--- src/rtl/jtdd_pkg.sv ---
// Shared definitions for the ROM arbiter: FSM encoding, default SDRAM offsets
// and requester indices (char=0, obj=1, scr=2, which is also the round-robin order).
package jtdd_pkg;

   typedef enum logic [1:0] {
      ST_IDLE = 2'd0,
      ST_REQ  = 2'd1,
      ST_WAIT = 2'd2
   } state_t;

   localparam logic [21:0] DEF_CHAR_OFFSET = 22'h00_0000;
   localparam logic [21:0] DEF_SCR_OFFSET  = 22'h00_4000;
   localparam logic [21:0] DEF_OBJ_OFFSET  = 22'h02_4000;

   localparam logic [1:0] ID_CHAR = 2'd0;
   localparam logic [1:0] ID_OBJ  = 2'd1;
   localparam logic [1:0] ID_SCR  = 2'd2;

   function automatic logic [2:0] onehot3(input logic [1:0] id);
      return 3'b001 << id;
   endfunction

endpackage

--- src/rtl/jtdd_rom_slot.sv ---
// One ROM requester: latched word address, data register and valid flag.
// A requester is pending while its current address differs from the cached one.
module jtdd_rom_slot #(
   parameter int AW = 14
) (
   input  logic          clk,
   input  logic          rst,
   input  logic [AW-1:0] addr,
   input  logic          cs,
   input  logic          grant,
   input  logic          fill,
   input  logic [15:0]   din,
   output logic [15:0]   data,
   output logic          pending,
   output logic          ok
);

   logic [AW-1:0] latched;
   logic          valid;
   logic          match;

   assign match   = addr == latched;
   assign pending = cs & (~valid | ~match);
   // cs low only masks ok; the cached word survives for the next access
   assign ok      = cs & valid & match;

   always_ff @(posedge clk or posedge rst) begin
      if (rst) begin
         latched <= '0;
         data    <= '0;
         valid   <= 1'b0;
      end else if (grant) begin
         latched <= addr;
         valid   <= 1'b0;
      end else if (fill) begin
         data    <= din;
         valid   <= 1'b1;
      end
   end

endmodule

--- src/rtl/jtdd_rom_arb.sv ---
// SDRAM arbiter for the char/scroll/object ROMs with a one-word cache per requester.
// Grant policy: fixed char > obj > scr, or round-robin when JTDD_ROM_RR_EN is defined.
module jtdd_rom_arb
   import jtdd_pkg::*;
#(
   parameter logic [21:0] CHAR_OFFSET = DEF_CHAR_OFFSET,
   parameter logic [21:0] SCR_OFFSET  = DEF_SCR_OFFSET,
   parameter logic [21:0] OBJ_OFFSET  = DEF_OBJ_OFFSET
) (
   input  logic        clk,
   input  logic        rst,
   input  logic [14:0] char_addr,
   input  logic        char_cs,
   output logic [7:0]  char_data,
   output logic        char_ok,
   input  logic [16:0] scr_addr,
   input  logic        scr_cs,
   output logic [15:0] scr_data,
   output logic        scr_ok,
   input  logic [17:0] obj_addr,
   input  logic        obj_cs,
   output logic [15:0] obj_data,
   output logic        obj_ok,
   output logic [21:0] sdram_addr,
   output logic        sdram_req,
   input  logic        sdram_ack,
   input  logic        sdram_rdy,
   input  logic [15:0] sdram_dout
);

   state_t      state, state_nxt;
   logic [1:0]  gnt, sel;
   logic [2:0]  pend, grant, fill;
   logic [21:0] addr_nxt;
   logic [15:0] char_word;

   jtdd_rom_slot #(.AW(14)) u_char (
      .clk(clk), .rst(rst), .addr(char_addr[14:1]), .cs(char_cs),
      .grant(grant[ID_CHAR]), .fill(fill[ID_CHAR]), .din(sdram_dout),
      .data(char_word), .pending(pend[ID_CHAR]), .ok(char_ok)
   );

   jtdd_rom_slot #(.AW(18)) u_obj (
      .clk(clk), .rst(rst), .addr(obj_addr), .cs(obj_cs),
      .grant(grant[ID_OBJ]), .fill(fill[ID_OBJ]), .din(sdram_dout),
      .data(obj_data), .pending(pend[ID_OBJ]), .ok(obj_ok)
   );

   jtdd_rom_slot #(.AW(17)) u_scr (
      .clk(clk), .rst(rst), .addr(scr_addr), .cs(scr_cs),
      .grant(grant[ID_SCR]), .fill(fill[ID_SCR]), .din(sdram_dout),
      .data(scr_data), .pending(pend[ID_SCR]), .ok(scr_ok)
   );

   // byte lane follows the live address, so toggling bit 0 needs no new fetch
   assign char_data = char_addr[0] ? char_word[15:8] : char_word[7:0];
   assign sdram_req = state == ST_REQ;

`ifdef JTDD_ROM_RR_EN
   logic [1:0] rr_ptr;
   logic [2:0] idx;
   logic       found;

   // rr_ptr names the requester checked first; it moves past each grant
   always_comb begin
      sel   = ID_CHAR;
      found = 1'b0;
      idx   = '0;
      for (int k = 0; k < 3; k++) begin
         idx = {1'b0, rr_ptr} + 3'(k);
         if (idx >= 3'd3) idx = idx - 3'd3;
         if (!found && pend[idx[1:0]]) begin
            found = 1'b1;
            sel   = idx[1:0];
         end
      end
   end

   always_ff @(posedge clk or posedge rst) begin
      if (rst)       rr_ptr <= ID_CHAR;
      else if (|grant) rr_ptr <= (sel == ID_SCR) ? ID_CHAR : sel + 2'd1;
   end
`else
   always_comb sel = pend[ID_CHAR] ? ID_CHAR : (pend[ID_OBJ] ? ID_OBJ : ID_SCR);
`endif

   // offsets wrap modulo 2^22 by plain 22-bit addition
   always_comb begin
      case (sel)
         ID_CHAR: addr_nxt = CHAR_OFFSET + 22'(char_addr[14:1]);
         ID_OBJ:  addr_nxt = OBJ_OFFSET  + 22'(obj_addr);
         default: addr_nxt = SCR_OFFSET  + 22'(scr_addr);
      endcase
   end

   always_comb begin
      state_nxt = state;
      grant     = '0;
      fill      = '0;
      case (state)
         ST_IDLE: if (|pend) begin
            grant     = onehot3(sel);
            state_nxt = ST_REQ;
         end
         ST_REQ:  if (sdram_ack) state_nxt = ST_WAIT;
         ST_WAIT: if (sdram_rdy) begin
            fill      = onehot3(gnt);
            state_nxt = ST_IDLE;
         end
         default: state_nxt = ST_IDLE;
      endcase
   end

   always_ff @(posedge clk or posedge rst) begin
      if (rst) begin
         state      <= ST_IDLE;
         gnt        <= ID_CHAR;
         sdram_addr <= '0;
      end else begin
         state <= state_nxt;
         if (|grant) begin
            gnt        <= sel;
            sdram_addr <= addr_nxt;
         end
      end
   end

endmodule

--- config.mk ---
export PLATFORM = sky130hd
export DESIGN_NAME = jtdd_rom_arb
export DESIGN_NICKNAME = d
export VERILOG_FILES = /design/src/rtl/jtdd_pkg.sv /design/src/rtl/jtdd_rom_slot.sv /design/src/rtl/jtdd_rom_arb.sv
export SDC_FILE = /design/constraint.sdc
export NUM_CORES = 1
export LEC_CHECK = 0
export BUFFER_PORTS_ARGS = -buffer_cell sky130_fd_sc_hd__buf_2
export CAP_MARGIN = 20
export CORE_UTILIZATION = 53
export DETAILED_ROUTE_END_ITERATION = 10
export GPL_TIMING_DRIVEN = 1
export PLACE_DENSITY = 0.78
export SLEW_MARGIN = 20
export SYNTH_ARGS = -nofsm -noshare
export SYNTH_HDL_FRONTEND = slang
export SYNTH_SLANG_ARGS = --single-unit
--- constraint.sdc ---
create_clock -name clk -period 5.9 [get_ports clk]
set_clock_uncertainty 0.15 [all_clocks]
set_input_delay 1.77 -clock clk [delete_from_list [all_inputs] [get_ports clk]]
set_output_delay 1.77 -clock clk [all_outputs]
set_load 0.03 [all_outputs]
==> flow_summary_export.csv, run 1 <==
group,metric,value,unit
synthesis,synth_top_cell_by_area,"dfrtp_1",
clock_network,cts_made_buffers,17,
clock_network,clk_pin_slew,0.05,ns
power_and_ir_drop,ir_drop,0.325,mV
clock_network,cts-hold-fix-buffers,0,
synthesis,async_reset_ff_frac,1.00,
run_status,status,"complete, no violations",
clock_network,cts_resized,0,
cells_and_area,area_delta_synth_final,23.8,%
floorplanning,initial_utilization,0.553,
timing,hold_viol_final,0,
global_route,grt_max_degree,85,
timing,slew_violations,0,
clock_network,post-cts-setup-buffer-count,0,
worst_setup_path,worstSetupEndpointType,"output port",
timing,finalSetupViolations,0,
cells_and_area,drive_gt1_frac,0.491,
power_and_ir_drop,pwr_density_cell,563,nW/um^2
worst_setup_path,cp-start-kind,"primary input",
global_route,grt_pass1_vias,4112,
timing,rsz0062_at_grt,"false",
clock_network,clock_latency,0.51,ns
timing,finalCritPeriodShare,0.860,
clock_network,htreeDepth,4,
timing,finalWorstSetupSlack,0.829,ns
place,port_buffers,135,
worst_hold_path,hold_path_startpoint,"u_char.data[11]",
place,post-place-ws,0.993,ns
cells_and_area,fill_cells,772,
floorplanning,num_rows,37,
power_and_ir_drop,p_leak,3.43,nW
floorplanning,die_w,106,um
worst_hold_path,hold_depth,1,
floorplanning,coreArea,10400,um^2
worst_setup_path,startpoint,"scr_addr[16]",
route,drt_iter0_drc,198,
synthesis,ys_types,38,
cells_and_area,n_antenna_cell,0,
floorplanning,die_area,11300,um^2
worst_setup_path,crit_type,"in2out",
synthesis,dominantRegCellSynth,"dfrtp_1",
clock_network,cts_sinks,123,
worst_setup_path,worstReg2RegStart,"u_obj.latched[9]",
synthesis,synthCells,436,
synthesis,synth_seq_area_share,0.534,
global_route,grt_pass1_wl,21000,um
global_route,antenna_found_initial,1,
global_route,grt_overflow,0,
worst_setup_path,cp.required,3.98,ns
synthesis,postSynthAreaPerCell,13.2,um^2
clock_network,tritoncts,"built",
place,place_congestion,0.820,
synthesis,synth_area,5760,um^2
worst_setup_path,worstReg2RegEnd,"u_obj.latched[5]",
cells_and_area,final_nets,651,
clock_network,clockBufferDepth,2,
worst_hold_path,min-delay-path-class,"reg2reg",
route,drt-vias-per-instance,5.36,
synthesis,synth_edf_count,0,
route,drtPass1Iterations,4,
worst_setup_path,r2r_slack,2.86,ns
worst_setup_path,rr_worst_depth,7,
timing,min_period,5.07,ns
synthesis,yosys-top-cells-area,"dfrtp_1, mux2_2, xnor2_1",
timing,clock.fmax,197,MHz
route,drc,0,
worst_hold_path,hold_end,"u_char.data[11]",
timing,max_slew_margin,0.305,
global_route,grt_usage,0.249,
floorplanning,fp.dieH,106,um
synthesis,yosys_warnings,0,
worst_setup_path,worst_ep_arrival_time,3.15,ns
timing,tightest_slew,1.04,ns
place,hpwl,9330,um
flow_run,maxCapViolCount,0,
route,ant_nets,0,
synthesis,synth-seq-cells,123,
worst_setup_path,cp_max_fo,4,
clock_network,root_buffer,"clkbuf_8",
route,wl_per_cell,18.0,um
route,vias,3880,
floorplanning,ioPinCount,139,
route,drt_wl_total,13000,um
synthesis,synth_top_area_share,0.534,
timing,finalSetupTns,0,ns
==> flip-flops by register name (all words and copies together), names as in the netlist, 2 cells and up <==
register,count
gnt,2
sdram_addr,19
state,2
u_char.data,16
u_char.latched,14
u_obj.data,16
u_obj.latched,18
u_scr.data,16
u_scr.latched,17
==> Yosys cell counts (3+ instances only) <==
cell      instances
buf_6             4
buf_4             4
xor2_1            8
o21ai_0           5
mux2i_1          16
mux2_2          107
clkbuf_1          6
a21oi_1          18
nor2b_1           3
buf_2             6
xnor2_1          44
mux2_4            9
nand4_1          11
nand3_1           8
nand2_1           6
mux2_1            4
dfrtp_1         123
inv_1            11
nor2_1           20
==> final cells by class <==
type                    count  area, um^2  share of cell area
flip-flops and latches    123        3080               0.432
multi-input cells         282        2520               0.354
repair buffers            141         724               0.102
clock buffers              23         477              0.0668
well taps                 136         170              0.0239
clock inverters             8         115              0.0161
inverters                  11        46.3             0.00649
==> through the flow <==
stage               cells  hold slack [ns]  cell area, um^2   util  power [mW]
floorplan             438            0.297             5770      -        2.59
global placement      692            0.328             6530  0.627        2.92
detailed placement    693            0.336             6540  0.628        2.99
CTS                   724            0.349             7130  0.684        4.04
global route          724            0.362             7130  0.685        4.21
finish                724            0.348             7130  0.685        4.01
==> critical path, stage by stage <==
cell     delay [ns]
buf_2          0.13
xnor2_1        0.24
nand4_1        0.13
nor3_1         0.37
nand4_1        0.17
nor2_1         0.12
buf_2          0.21
==> kinds of logic after synthesis <==
logic type / Yosys count / synth area share
buffers and inverters: 33 / 0.0306
and+or+nand+nor: 58 / 0.0521
xor gates and xnor gates: 52 / 0.0790
other: 1 / 0.000651
AOI/OAI and AO/OA: 31 / 0.0308
muxes: 136 / 0.268
adders and majority gates: 2 / 0.00434
DFF: 123 / 0.534
==> per-layer routing <==
layer  global-route usage  part of all wire
met2                0.401              0.50
met5                    0            0.0012
met4               0.0853             0.016
met3               0.0613             0.038
met1                0.330              0.45
==> power breakdown <==
part           leakage (nW)  total (mW)  switching (mW)  internal, mW
combinational          1.62        1.50           0.818         0.680
clock                 0.297        1.03           0.351         0.682
sequential             1.52        1.48           0.238          1.25
==> cell usage in the layout, fill, tap and decap left out, drive strengths merged, types with 5 or more instances in the layout <==
cell type,synthesis,routed
xnor2,44,44
clkbuf,6,23
clkinv,0,5
nand4,11,11
o21ai,5,5
inv,11,11
dfrtp,123,123
mux2i,16,16
a21oi,18,18
nand2,6,6
mux2,120,120
xor2,8,8
buf,16,141
nand3,8,8
nor2,20,20
==> how the worst max path moves through the flow <==
stage,to,slack (ns),cells past startpoint
4_1_cts,scr_ok,0.84,7
2_1_floorplan,gnt[0],0.71,1
5_1_grt,scr_ok,0.68,7
6_report,scr_ok,0.83,7
3_5_place_dp,scr_ok,0.99,7
3_3_place_gp,scr_ok,1.02,7
Note: power is estimated with default switching activity, not from simulation.
==> run 2, diff against run 1 <==
- SYNTH_HIERARCHICAL: not set -> 1
==> flow_summary_export.csv, run 2 <==
group,metric,value,unit
global_route,grt_usage,0.255,
power_and_ir_drop,p_total,4.15,mW
worst_hold_path,hold_depth,1,
floorplanning,num_rows,38,
clock_network,root_buffer,"clkbuf_8",
worst_setup_path,cp_max_fo,5,
power_and_ir_drop,comb_power_share,0.382,
clock_network,cts_sinks,123,
route,wl_per_cell,19.0,um
synthesis,async_reset_ff_frac,1.00,
power_and_ir_drop,seq_power_share,0.369,
timing,max_slew_margin,0.402,
timing,slew_violations,0,
timing,clock.fmax,201,MHz
synthesis,synth_seq_area_share,0.516,
timing,finalCritPeriodShare,0.843,
synthesis,dominantRegCellSynth,"dfrtp_1",
global_route,grt_max_degree,38,
power_and_ir_drop,pwr_density_cell,567,nW/um^2
place,placedCellCount,704,
global_route,grt_pass1_wl,21700,um
synthesis,synth-seq-cells,123,
clock_network,cts_resized,0,
route,vias,3966,
clock_network,cts-hold-fix-buffers,0,
floorplanning,ioPinCount,139,
global_route,grt_pass1_vias,4146,
synthesis,ys_types,46,
cells_and_area,area_delta_synth_final,22.6,%
synthesis,postSynthAreaPerCell,13.5,um^2
route,drtPass1Iterations,4,
cells_and_area,drive_gt1_frac,0.510,
timing,finalSetupTns,0,ns
global_route,grt_overflow,0,
worst_setup_path,cp-start-kind,"primary input",
power_and_ir_drop,ir_drop,0.461,mV
worst_setup_path,cp.required,3.98,ns
clock_network,clockBufferDepth,2,
floorplanning,initial_utilization,0.548,
clock_network,tritoncts,"built",
timing,min_period,4.97,ns
timing,rsz0062_at_grt,"false",
worst_setup_path,crit_slowest_cell,"nor4_1",
clock_network,clk_pin_slew,0.05,ns
power_and_ir_drop,p_switching,1.49,mW
route,ant_nets,0,
worst_hold_path,hold_path_startpoint,"u_char/data[15]",
cells_and_area,final_cell_area,7320,um^2
cells_and_area,regMostFlops,"sdram_addr",
clock_network,htreeDepth,4,
cells_and_area,n_antenna_cell,0,
route,drt_iter0_drc,174,
place,hpwl,10100,um
synthesis,synth_top_cell_by_area,"dfrtp_1",
timing,tightest_slew,0.897,ns
timing,finalSetupViolations,0,
synthesis,yosys_warnings,6,
place,place_congestion,0.849,
floorplanning,die_w,108,um
cells_and_area,final_cell_mix,"buf_2, dfrtp_1, mux2_2, xnor2_1, mux2_4",
synthesis,yosys-top-cells-area,"dfrtp_1, mux2_2, mux2_4",
worst_setup_path,worstSetupEndpointType,"output port",
synthesis,synth_area,5970,um^2
cells_and_area,final_nets,658,
route,drt-vias-per-instance,5.39,
worst_setup_path,crit_type,"in2out",
worst_setup_path,crit_top_cell,"buf_2",
flow_run,maxCapViolCount,0,
synthesis,synthCells,441,
cells_and_area,fin_cells,736,
worst_setup_path,max_stage_delay,0.45,ns
route,drt_wl_total,14000,um
clock_network,cts_made_buffers,17,
timing,hold_viol_final,0,
place,placed_cell_area,6710,um^2
synthesis,synth_edf_count,0,
run_status,status,"complete, no violations",
synthesis,synth_top_area_share,0.516,
worst_hold_path,hold_end,"u_char/data[15]",
place,port_buffers,135,
power_and_ir_drop,clkPwrFrac,0.250,
cells_and_area,final_common_cell,"buf_2",
worst_setup_path,worstReg2RegStart,"u_char/latched[7]",
synthesis,synth_most_common_cell,"dfrtp_1",
power_and_ir_drop,p_leak,3.50,nW
floorplanning,fp.dieH,108,um
clock_network,post-cts-setup-buffer-count,0,
synthesis,ys_top_cells_by_count,"dfrtp_1, mux2_2, xnor2_1",
worst_setup_path,worstReg2RegEnd,"u_scr/data[9]",
worst_setup_path,cp_cell_sequence,"buf_2 > xnor2_1 > nand4_1 > nor4_1 > and3_1 > buf_2",
cells_and_area,largest_register_ff_count,19,
power_and_ir_drop,internal-power,2.66,mW
worst_hold_path,min-delay-path-class,"reg2reg",
worst_setup_path,r2r_slack,2.74,ns
floorplanning,die_area,11700,um^2
worst_setup_path,worst_ep_arrival_time,3.05,ns
route,drc,0,
global_route,antenna_found_initial,0,
worst_setup_path,rr_worst_depth,11,
floorplanning,coreArea,10900,um^2
cells_and_area,reg.largest.list,"sdram_addr: 19 flops, u_obj/latched: 18 flops, u_scr/latched: 17 flops",
power_and_ir_drop,power_switching_share,0.359,
clock_network,clock_latency,0.52,ns
==> run 2: stage by stage <==
stage | hold WS (ns) | worst slack, ns | util
6_report | 0.353 | 0.926 | 0.672
5_1_grt | 0.369 | 0.834 | 0.672
2_1_floorplan | 0.316 | 1.00 | -
3_3_place_gp | 0.335 | 0.982 | 0.616
4_1_cts | 0.357 | 0.965 | 0.672
3_5_place_dp | 0.339 | 0.959 | 0.616
==> run 2: how the worst max path moves through the flow <==
stage | startpoint | end | slack (ns)
after CTS | obj_addr[17] | obj_ok | 0.96
after floorplan | scr_addr[16] | scr_ok | 1.00
after detailed placement | obj_addr[17] | obj_ok | 0.96
after global routing | char_addr[8] | char_ok | 0.83
final | obj_addr[17] | obj_ok | 0.93
after global placement | scr_addr[10] | scr_ok | 0.98
==> run 2: power groups by stage <==
stage                     sequential (mW)  combinational, mW  clock, mW
after CTS                            1.53               1.59       1.06
final                                1.53               1.58       1.04
after detailed placement             1.53               1.58          0
after global routing                 1.58               1.68       1.09
after global placement               1.50               1.54          0
after floorplan                      1.80              0.902          0
==> run 2: critical path: cells and delay by family <==
kind                      cells  cell delay [ns]
and+or+nand+nor               3             0.78
buffers and inverters         2             0.32
xor gates and xnor gates      1             0.17
==> run 2: layer usage <==
| layer | part of all wire | GRT usage | wire (um) | vias to the layer above |
|---|---|---|---|---|
| li1 | - | - | - | 1831 |
| met1 | 0.43 | 0.337 | 6020 | 1996 |
| met2 | 0.49 | 0.405 | 6820 | 133 |
| met3 | 0.073 | 0.0808 | 1020 | 6 |
| met4 | 0.0067 | 0.0734 | 93 | 0 |
| met5 | 0 | 0 | 0 | - |
==> run 2: cell type report <==
class / instances / area, um^2
Fill cell: 822 / 3570
Sequential cell: 123 / 3080
Multi-Input combinational cell: 291 / 2690
Timing Repair Buffer: 144 / 743
Clock buffer: 23 / 497
Tap cell: 140 / 175
Clock inverter: 9 / 110
Inverter: 6 / 22.5
==> run 2: cell families (layout without fill, tap and decap cells) <==
logic type	count (synthesis)	in the layout	share of synthesized area
compound gates	36	36	0.0361
xor+xnor	51	51	0.0748
fa+ha+maj	2	2	0.00419
buf+inv	29	182	0.0379
flops	123	123	0.516
mux	132	132	0.264
other cells	1	3	0.000628
simple gates	67	67	0.0664
==> run 3, diff against run 2 <==
- ABC_AREA: not set -> 1
- CORE_UTILIZATION: 53 -> 50
- PLACE_DENSITY: 0.78 -> 0.76
- clock period: 5.9 -> 4.1 ns (I/O delays scaled with it)
==> flow_summary_export.csv, run 3 <==
group,metric,value,unit
timing,finalWorstSetupSlack,0.501,ns
floorplanning,initial_utilization,0.514,
timing,clock.fmax,278,MHz
worst_setup_path,crit_slowest_cell,"buf_2",
route,drtPass1Iterations,5,
clock_network,clockBufferDepth,2,
place,port_buffers,135,
global_route,grt_pass1_wl,26200,um
timing,finalSetupTns,0,ns
route,drc,0,
cells_and_area,final_common_cell,"nand2_1",
place,placedCellCount,1109,
global_route,antenna_found_initial,3,
global_route,grt_usage,0.263,
cells_and_area,final_nets,1031,
clock_network,cts_resized,0,
worst_setup_path,max_stage_delay,0.21,ns
cells_and_area,final_cell_mix,"nand2_1, buf_2, dfrtp_1, inv_1, nor2_1",
worst_setup_path,cp-start-kind,"primary input",
synthesis,synthCells,815,
worst_hold_path,min-delay-path-class,"reg2reg",
clock_network,cts_made_buffers,17,
clock_network,cts-hold-fix-buffers,0,
synthesis,synth_top_cell_by_area,"dfrtp_1",
cells_and_area,final_util,0.629,
floorplanning,num_rows,41,
timing,timing.hold.ws,0.325,ns
clock_network,clock_latency,0.42,ns
place,hpwl,12200,um
cells_and_area,fin_cells,1142,
power_and_ir_drop,p_leak,4.50,nW
floorplanning,ioPinCount,139,
cells_and_area,area_delta_synth_final,22.4,%
clock_network,tritoncts,"built",
cells_and_area,drive_gt1_frac,0.251,
timing,finalSetupViolations,0,
timing,rsz0062_at_grt,"false",
worst_setup_path,crit_type,"in2out",
synthesis,synth-seq-cells,123,
synthesis,synth_seq_area_share,0.474,
run_status,status,"complete, no violations",
synthesis,ys_types,29,
route,drt-vias-per-instance,4.95,
clock_network,clk_pin_slew,0.05,ns
power_and_ir_drop,pwr_density_cell,776,nW/um^2
synthesis,synth_edf_count,0,
global_route,grt_max_degree,37,
route,wl_per_cell,14.4,um
route,ant_nets,0,
synthesis,synth_area,6490,um^2
synthesis,dominantRegCellSynth,"dfrtp_1",
synthesis,ys_top_cells_by_count,"nand2_1, dfrtp_1, inv_1",
timing,tightest_slew,0.909,ns
worst_setup_path,crit_buf_inv,3,
place,place_congestion,0.911,
floorplanning,coreArea,12600,um^2
global_route,grt_pass1_vias,5447,
timing,hold_viol_final,0,
synthesis,async_reset_ff_frac,1.00,
timing,finalCritPeriodShare,0.878,
worst_setup_path,cp.required,2.72,ns
cells_and_area,largest_register_ff_count,19,
cells_and_area,reg.largest.list,"sdram_addr: 19 flops, u_obj/latched: 18 flops, u_scr/latched: 17 flops",
synthesis,synth_most_common_cell,"nand2_1",
synthesis,yosys-top-cells-area,"dfrtp_1, nand2_1, inv_1",
floorplanning,fp.dieH,116,um
worst_setup_path,crit_family,"simple AND/OR/NAND/NOR gates",
route,drt_wl_total,16400,um
synthesis,synth_top_area_share,0.474,
route,vias,5650,
floorplanning,die_area,13400,um^2
worst_setup_path,cp_max_fo,5,
worst_setup_path,cp_cell_sequence,"buf_2 > inv_1 > nand2_1 > nand2_1 > nor2_1 > nand2_1 > nor2_1 > nand3_1 > nor2_1 > buf_2",
floorplanning,die_w,116,um
synthesis,postSynthAreaPerCell,7.96,um^2
timing,max_slew_margin,0.393,
flow_run,maxCapViolCount,0,
clock_network,root_buffer,"clkbuf_16",
timing,min_period,3.60,ns
clock_network,htreeDepth,4,
synthesis,yosys_warnings,6,
timing,slew_violations,0,
worst_setup_path,worst_ep_arrival_time,2.22,ns
clock_network,cts_sinks,123,
worst_setup_path,worstSetupEndpointType,"output port",
power_and_ir_drop,ir_drop,0.486,mV
clock_network,post-cts-setup-buffer-count,0,
place,post-place-ws,0.528,ns
route,drt_iter0_drc,326,
cells_and_area,regMostFlops,"sdram_addr",
global_route,grt_overflow,0,
==> run 3: layout make-up <==
type                       instances  area, um^2
sequential                       123        3080
clock buffer                      22         484
multi-input combinational        549        2800
antenna                            1        2.50
timing repair buffer             144         743
clock inverter                    10         161
inverter                         121         454
fill                            1129        4680
tap                              172         215
==> run 3: worst reg2reg max path, delay by kind of cell (launching register included) <==
family / cells / cell delay, ns
simple gates: 10 / 1.18
mux: 1 / 0.40
flops: 1 / 0.39
buf+inv: 3 / 0.27
==> run 3: worst paths after layout <==
kind / from / endpoint / slack (ns) / cells after the start
min: sdram_addr[16] / sdram_addr[16] / 0.33 / 2
min in group asynchronous: rst / u_char/latched[10] / 0.80 / 3
max reg2reg: u_obj/latched[5] / u_scr/data[10] / 1.62 / 14
min reg2reg: sdram_addr[16] / sdram_addr[16] / 0.33 / 2
max: obj_addr[0] / obj_ok / 0.50 / 10
max in group asynchronous: rst / u_obj/latched[7] / 2.20 / 3
==> run 3: kinds of logic after synthesis <==
logic type               count (synthesis)  synth area share
AO/OA/AOI/OAI                           66            0.0521
XOR/XNOR                                 5           0.00675
adder cells (fa/ha/maj)                  2           0.00386
buffers and inverters                  145            0.0951
flip-flops                             123             0.474
multiplexers                            57             0.115
other                                    1          0.000578
AND/OR/NAND/NOR                        416             0.252
==> run 3: through the flow <==
| stage | power, mW | instance area, um^2 |
|---|---|---|
| floorplan | 3.88 | 6490 |
| global placement | 4.46 | 7290 |
| global route | 6.56 | 7940 |
| detailed placement | 4.53 | 7290 |
| finish | 6.16 | 7940 |
| CTS | 6.19 | 7940 |
==> run 3: power breakdown <==
group	total, mW	internal [mW]	switching, mW
Sequential	2.13	1.80	0.333
Combinational	2.41	0.871	1.54
Clock	1.62	1.08	0.539
==> run 3: routing by layer <==
layer  up-vias  part of all wire  global-route usage
met5         -           0.00061                   0
met4         2             0.024               0.105
met3        27             0.082              0.0905
met2       206              0.47               0.433
met1      2644              0.43               0.316
li1       2771                 -                   -
